**src/rtl/mac16_rr_scheduler.sv**
```systemverilog
// Round-robin issue onto a shared fixed-latency MAC; tags ride a shadow pipe into a credit-protected result FIFO.
// Define MAC16_SCHED_STATS_EN to enable the stat_issues/stat_stalls counters (tied to zero otherwise).
module mac16_rr_scheduler #(
  parameter int NUM_REQ    = 4,
  parameter int LATENCY    = 6,
  parameter int DATA_W     = 32,
  parameter int FIFO_DEPTH = 8
) (
  input  logic                           clk,
  input  logic                           reset,
  input  logic                           enable,
  input  logic [NUM_REQ-1:0]             req,
  output logic [NUM_REQ-1:0]             gnt,
  output logic [$clog2(NUM_REQ)-1:0]     mac_sel,
  input  logic [DATA_W-1:0]              mac_result,
  output logic                           res_valid,
  input  logic                           res_ready,
  output logic [DATA_W-1:0]              res_data,
  output logic [$clog2(NUM_REQ)-1:0]     res_tag,
  output logic [$clog2(LATENCY+1)-1:0]   inflight,
  output logic                           busy,
  output logic [31:0]                    stat_issues,
  output logic [31:0]                    stat_stalls
);

  localparam int TAG_W = $clog2(NUM_REQ);
  localparam int INF_W = $clog2(LATENCY + 1);
  localparam int PTR_W = (FIFO_DEPTH > 1) ? $clog2(FIFO_DEPTH) : 1;
  localparam int CNT_W = $clog2(FIFO_DEPTH + 1);

  logic [TAG_W-1:0] ptr_q;
  logic [TAG_W-1:0] sel_q;
  logic [TAG_W-1:0] win_idx;
  logic             found;
  logic             credit_ok;
  logic             issue;
  int unsigned      cand;

  logic [INF_W-1:0] inflight_q;
  logic [CNT_W-1:0] fifo_cnt;

  // Rotating priority search starting at the round-robin pointer.
  always_comb begin
    found   = 1'b0;
    win_idx = '0;
    cand    = 0;
    for (int unsigned k = 0; k < NUM_REQ; k++) begin
      cand = 32'(ptr_q) + k;
      if (cand >= NUM_REQ) cand = cand - NUM_REQ;
      if (!found && req[TAG_W'(cand)]) begin
        found   = 1'b1;
        win_idx = TAG_W'(cand);
      end
    end
  end

  // Pops in the current cycle are deliberately not counted as credit.
  assign credit_ok = (32'(inflight_q) + 32'(fifo_cnt)) < 32'(FIFO_DEPTH);
  assign issue     = !reset && enable && found && credit_ok;
  assign gnt       = issue ? (NUM_REQ'(1) << win_idx) : '0;
  assign mac_sel   = issue ? win_idx : sel_q;

  always_ff @(posedge clk or posedge reset) begin
    if (reset) begin
      ptr_q <= '0;
      sel_q <= '0;
    end else if (issue) begin
      ptr_q <= (32'(win_idx) == 32'(NUM_REQ - 1)) ? '0 : win_idx + TAG_W'(1);
      sel_q <= win_idx;
    end
  end

  logic [LATENCY-1:0] sh_vld;
  logic [TAG_W-1:0]   sh_tag [LATENCY];
  logic               exit_v;
  logic [TAG_W-1:0]   exit_tag;

  assign exit_v   = sh_vld[LATENCY-1];
  assign exit_tag = sh_tag[LATENCY-1];

  always_ff @(posedge clk or posedge reset) begin
    if (reset) begin
      sh_vld <= '0;
      for (int unsigned s = 0; s < LATENCY; s++) sh_tag[s] <= '0;
    end else begin
      sh_vld[0] <= issue;
      sh_tag[0] <= win_idx;
      for (int unsigned s = 1; s < LATENCY; s++) begin
        sh_vld[s] <= sh_vld[s-1];
        sh_tag[s] <= sh_tag[s-1];
      end
    end
  end

  always_ff @(posedge clk or posedge reset) begin
    if (reset) begin
      inflight_q <= '0;
    end else begin
      case ({issue, exit_v})
        2'b10:   inflight_q <= inflight_q + INF_W'(1);
        2'b01:   inflight_q <= inflight_q - INF_W'(1);
        default: inflight_q <= inflight_q;
      endcase
    end
  end

  logic [DATA_W-1:0] mem_data [FIFO_DEPTH];
  logic [TAG_W-1:0]  mem_tag  [FIFO_DEPTH];
  logic [PTR_W-1:0]  wr_ptr;
  logic [PTR_W-1:0]  rd_ptr;
  logic              push;
  logic              pop;

  assign push      = exit_v;
  assign res_valid = (fifo_cnt != '0);
  assign pop       = res_valid && res_ready;

  always_ff @(posedge clk) begin
    if (push) begin
      mem_data[wr_ptr] <= mac_result;
      mem_tag[wr_ptr]  <= exit_tag;
    end
  end

  always_ff @(posedge clk or posedge reset) begin
    if (reset) begin
      wr_ptr   <= '0;
      rd_ptr   <= '0;
      fifo_cnt <= '0;
    end else begin
      if (push) wr_ptr <= (32'(wr_ptr) == 32'(FIFO_DEPTH - 1)) ? '0 : wr_ptr + PTR_W'(1);
      if (pop)  rd_ptr <= (32'(rd_ptr) == 32'(FIFO_DEPTH - 1)) ? '0 : rd_ptr + PTR_W'(1);
      case ({push, pop})
        2'b10:   fifo_cnt <= fifo_cnt + CNT_W'(1);
        2'b01:   fifo_cnt <= fifo_cnt - CNT_W'(1);
        default: fifo_cnt <= fifo_cnt;
      endcase
    end
  end

  assign res_data = res_valid ? mem_data[rd_ptr] : '0;
  assign res_tag  = res_valid ? mem_tag[rd_ptr]  : '0;
  assign inflight = inflight_q;
  assign busy     = (inflight_q != '0) || res_valid;

  no_push_when_full: assert property (@(posedge clk) disable iff (reset)
    !(push && fifo_cnt == CNT_W'(FIFO_DEPTH)));

`ifdef MAC16_SCHED_STATS_EN
  logic stall;
  assign stall = enable && (|req) && !issue;

  always_ff @(posedge clk or posedge reset) begin
    if (reset) begin
      stat_issues <= '0;
      stat_stalls <= '0;
    end else begin
      if (issue && stat_issues != '1) stat_issues <= stat_issues + 32'd1;
      if (stall && stat_stalls != '1) stat_stalls <= stat_stalls + 32'd1;
    end
  end
`else
  assign stat_issues = '0;
  assign stat_stalls = '0;
`endif

endmodule

```
**config.mk**
```make
export PLATFORM = sky130hd
export DESIGN_NAME = mac16_rr_scheduler
export DESIGN_NICKNAME = d
export VERILOG_FILES = /design/src/rtl/mac16_rr_scheduler.sv
export SDC_FILE = /design/constraint.sdc
export NUM_CORES = 1
export LEC_CHECK = 0
export CAP_MARGIN = 20
export CORE_ASPECT_RATIO = 1.75
export CORE_MARGIN = 3
export CORE_UTILIZATION = 57
export CTS_CLUSTER_SIZE = 28
export DETAILED_ROUTE_END_ITERATION = 16
export DONT_BUFFER_PORTS = 1
export GPL_TIMING_DRIVEN = 0
export PLACE_DENSITY = 0.73
export SETUP_SLACK_MARGIN = 0.3
export SLEW_MARGIN = 30
export SYNTH_ARGS = -nofsm -noshare
export SYNTH_HDL_FRONTEND = slang
export SYNTH_SLANG_ARGS = --single-unit
export TNS_END_PERCENT = 5
```
**constraint.sdc**
```tcl
create_clock -name clk -period 3.38 [get_ports clk]
set_clock_uncertainty 0.2 [all_clocks]
set_input_delay 0.676 -clock clk [delete_from_list [all_inputs] [get_ports clk]]
set_output_delay 0.676 -clock clk [all_outputs]
set_load 0.03 [all_outputs]
```
==> results.py <==
metrics = {
    "status": {
        "status": "finished clean",
    },
    "worst_setup_path": {
        "reg2reg_depth": 10,
        "worstReg2RegStart": "fifo_cnt[2]",
        "worstPathRequired_ps": 2500,
        "slowest_stage": "dfrtp_2",
        "crit_fanout": 8,
        "cp-end-kind": "output port",
        "r2r_end": "fifo_cnt[3]",
        "path_class": "reg2out",
        "reg2reg_slack_ps": 330,
        "worstPathCellList": "ha_2, or4b_4, a211oi_4, buf_6, mux2_4",
        "cp.arrival_ps": 2470,
        "cpPeakStageDelay_ps": 500,
        "cp-start-kind": "flip-flop",
    },
    "grt": {
        "grt.total_usage_pct": 21.3,
        "grt_pass1_wl_um": 38100,
        "antenna_found_initial": 0,
        "overflow": 0,
        "grt_max_degree": 36,
        "grt_pass1_vias": 6342,
    },
    "power": {
        "cellLeakagePower_nw": 5.25,
        "switching_power_w": 0.00425,
        "seqPwrFrac_pct": 39.4,
        "total_power_w": 0.0122,
        "power_frac_clock_pct": 23.5,
        "p_sw_share_pct": 34.9,
        "intPower_w": 0.00792,
        "ir_drop_mv": 0.510,
        "p_per_area_nw_per_um2": 828,
        "power_frac_comb_pct": 37.1,
    },
    "clock_network": {
        "cts_tree": "built",
        "clkSinkCount": 307,
        "h-tree-depth": 1,
        "cts_buffer_depth": 3,
        "worstSkewPairLatency_ps": 520,
        "clk_pin_slew_worst_paths_ps": 70,
        "cts_root_buffer": "clkbuf_16",
        "numCtsBuffers": 26,
    },
    "timing": {
        "rsz0062_at_grt": "yes",
        "min_period_ps": 3350,
        "tightest_slew_ps": 978,
        "post-route-period-util_pct": 99.1,
        "hold_ws_ps": 43.8,
        "drv_slew": 0,
        "relSlewSlack_pct": 34.2,
        "hold_viol": 0,
        "clock.fmax_mhz": 299,
        "setup_viol": 0,
    },
    "synth": {
        "syn_area_um2": 12400,
        "synthTopCellsByCount": "edfxtp_1 (272), mux4_2 (68), buf_4 (64), nor2_1 (43), mux2i_1 (36)",
        "ys_seq_area_share_pct": 73.1,
        "synth_xor_area_share_pct": 0.354,
        "synth_seq_cells": 307,
        "synth_edf_count": 272,
        "synth_top_family_by_area": "multiplexers",
        "yosysTopAreaCell": "edfxtp_1",
        "avgSynthCellArea_um2": 19.6,
        "synth.most_common_cell": "edfxtp_1",
        "synth_cell_type_count": 36,
        "ys_warn_count": 0,
        "async_reset_ff_share_pct": 11.4,
        "synth_compound_area_share_pct": 0.940,
        "synthSimpleGateAreaFrac_pct": 2.97,
        "synth-adder-area-share_pct": 1.74,
        "synth.area.mux_share_pct": 15.8,
        "syn_inst": 631,
        "ys_top_cells_by_area": "edfxtp_1 (66%), mux4_2 (12%), dfrtp_1 (7.1%)",
        "synth.top_cell.area_share_pct": 66.0,
        "ys.flop_type": "edfxtp_1",
    },
    "floorplan": {
        "rows": 70,
        "die_h_um": 201,
        "die-area_um2": 23600,
        "coreArea_um2": 21100,
        "ios": 149,
        "dieWidth_um": 117,
        "initial_core_util_pct": 58.6,
    },
    "placed_design": {
        "dp_cells": 1003,
        "dpl.hpwl_um": 16500,
        "port_buffers": 0,
        "gp_congestion": 0.750,
    },
    "cells_and_area": {
        "diodes": 0,
        "fin_nets": 804,
        "drive_gt1_share_pct": 37.5,
        "syn_to_final_growth_pct": 18.8,
        "finalNonFillerCells": 1055,
    },
    "drt": {
        "viasPerCell": 5.65,
        "dr_wl_met3_um": 1610,
        "drtIter0Drc": 409,
        "routedWlPerCell_um": 24.5,
        "routed_wl_um": 25800,
        "vias": 5957,
        "wl_met2_um": 14900,
        "routed.top_layer": "met4",
        "wl_met1_um": 8890,
        "dr.pass1.iters": 5,
        "ant_nets": 0,
        "drc": 0,
    },
    "min_path": {
        "holdPathStages": 0,
        "worstHoldEndpoint": "mem_data[3][9]",
        "hold_path_class": "in2reg",
        "hold_start": "mac_result[9]",
    },
    "flow_run": {
        "maxCapViolations": 0,
    },
}
cell type report:
class                           count  area (um^2)
Clock buffer                       32          694
Tap cell                          288          360
Multi-Input combinational cell    286         3220
Buffer                             88          752
Timing Repair Buffer               26          460
Fill cell                        1285         6400
Sequential cell                   307         9050
Inverter                           13         48.8
Clock inverter                     15          121
layout by cell type, fill, tap and decap left out, drive strengths merged, types with 3 or more instances in the layout:
| master | Yosys | layout |
|---|---|---|
| buf | 75 | 102 |
| mux2 | 6 | 6 |
| dfrtp | 35 | 35 |
| conb | 1 | 64 |
| xnor2 | 3 | 3 |
| nor3 | 4 | 4 |
| ha | 14 | 14 |
| nand2b | 4 | 4 |
| a21o | 3 | 3 |
| nor2 | 43 | 43 |
| edfxtp | 272 | 272 |
| clkinv | 0 | 12 |
| mux2i | 36 | 36 |
| nor4 | 3 | 3 |
| mux4 | 68 | 68 |
| o21ai | 3 | 3 |
| clkbuf | 13 | 43 |
| and2 | 4 | 4 |
| a21oi | 5 | 5 |
| nand2 | 9 | 9 |
| inv | 13 | 13 |
worst max-delay path: cells and delay by family (launching register included):
| kind | cells | cell delay (ps) |
|---|---|---|
| AOI/OAI and AO/OA | 1 | 220 |
| adders and majority gates | 1 | 220 |
| buffers and inverters | 1 | 170 |
| DFF | 1 | 500 |
| muxes | 1 | 360 |
| and+or+nand+nor | 1 | 490 |
stage by stage:
stage | setup TNS [ps] | area [um^2] | worst slack (ps) | utilization, %
4_1_cts | 0 | 14500 | 41.0 | 68.5
2_1_floorplan | -5670 | 12600 | -167 | -
3_5_place_dp | -461 | 13500 | -461 | 63.7
6_report | 0 | 14700 | 30.7 | 69.7
3_3_place_gp | -291890 | 13000 | -2710 | 61.5
5_1_grt | -79.1 | 14700 | -54.3 | 69.7
sequential cells by signal, summed over array words and instances, names as in the netlist:
register and flops:
mem_data 256, mem_tag 16, sh_tag 10, sh_vld 6, fifo_cnt 4, inflight 3
rd_ptr 3, wr_ptr 3, exit_tag 2, ptr_q 2, sel_q 2
layer usage:
metal	GRT usage [%]	up-vias
met3	4.23	28
met1	25.1	3107
met4	5.54	0
li1	-	2583
met2	39.8	239
met5	0	-
how the worst max path moves through the flow:
stage | end | from | cells after the start
after detailed placement | fifo_cnt[3] | fifo_cnt[0] | 10
final | mac_sel[1] | inflight[2] | 5
after CTS | mac_sel[1] | inflight[2] | 5
after global routing | mac_sel[1] | inflight[2] | 5
after global placement | mem_data[1][10] | sh_vld[5] | 2
after floorplan | mem_data[1][0] | sh_vld[5] | 2
kinds of logic after synthesis:
kind of cell / count (synthesis)
xor gates and xnor gates: 5
buffers and inverters: 101
AOI/OAI and AO/OA: 16
and+or+nand+nor: 75
adders and majority gates: 16
other: 1
muxes: 110
DFF: 307
power by group through the flow:
| stage | Clock (W) | Sequential [W] | Combinational (W) |
|---|---|---|---|
| 6_report | 0.00286 | 0.00479 | 0.00452 |
| 5_1_grt | 0.00305 | 0.00482 | 0.00480 |
| 4_1_cts | 0.00290 | 0.00478 | 0.00417 |
| 3_5_place_dp | 0 | 0.00484 | 0.00396 |
| 3_3_place_gp | 0 | 0.00481 | 0.00376 |
| 2_1_floorplan | 0 | 0.00476 | 0.00312 |
what timing repair did:
action                                 CTS  global route
setup endpoints to repair               46            43
gates resized for setup                 51            90
buffers inserted                         3             0
endpoints found under the hold margin   35             0
pin swaps                                2             3
hold buffers                             2             0
No activity file was read; power rests on OpenSTA's default activity.
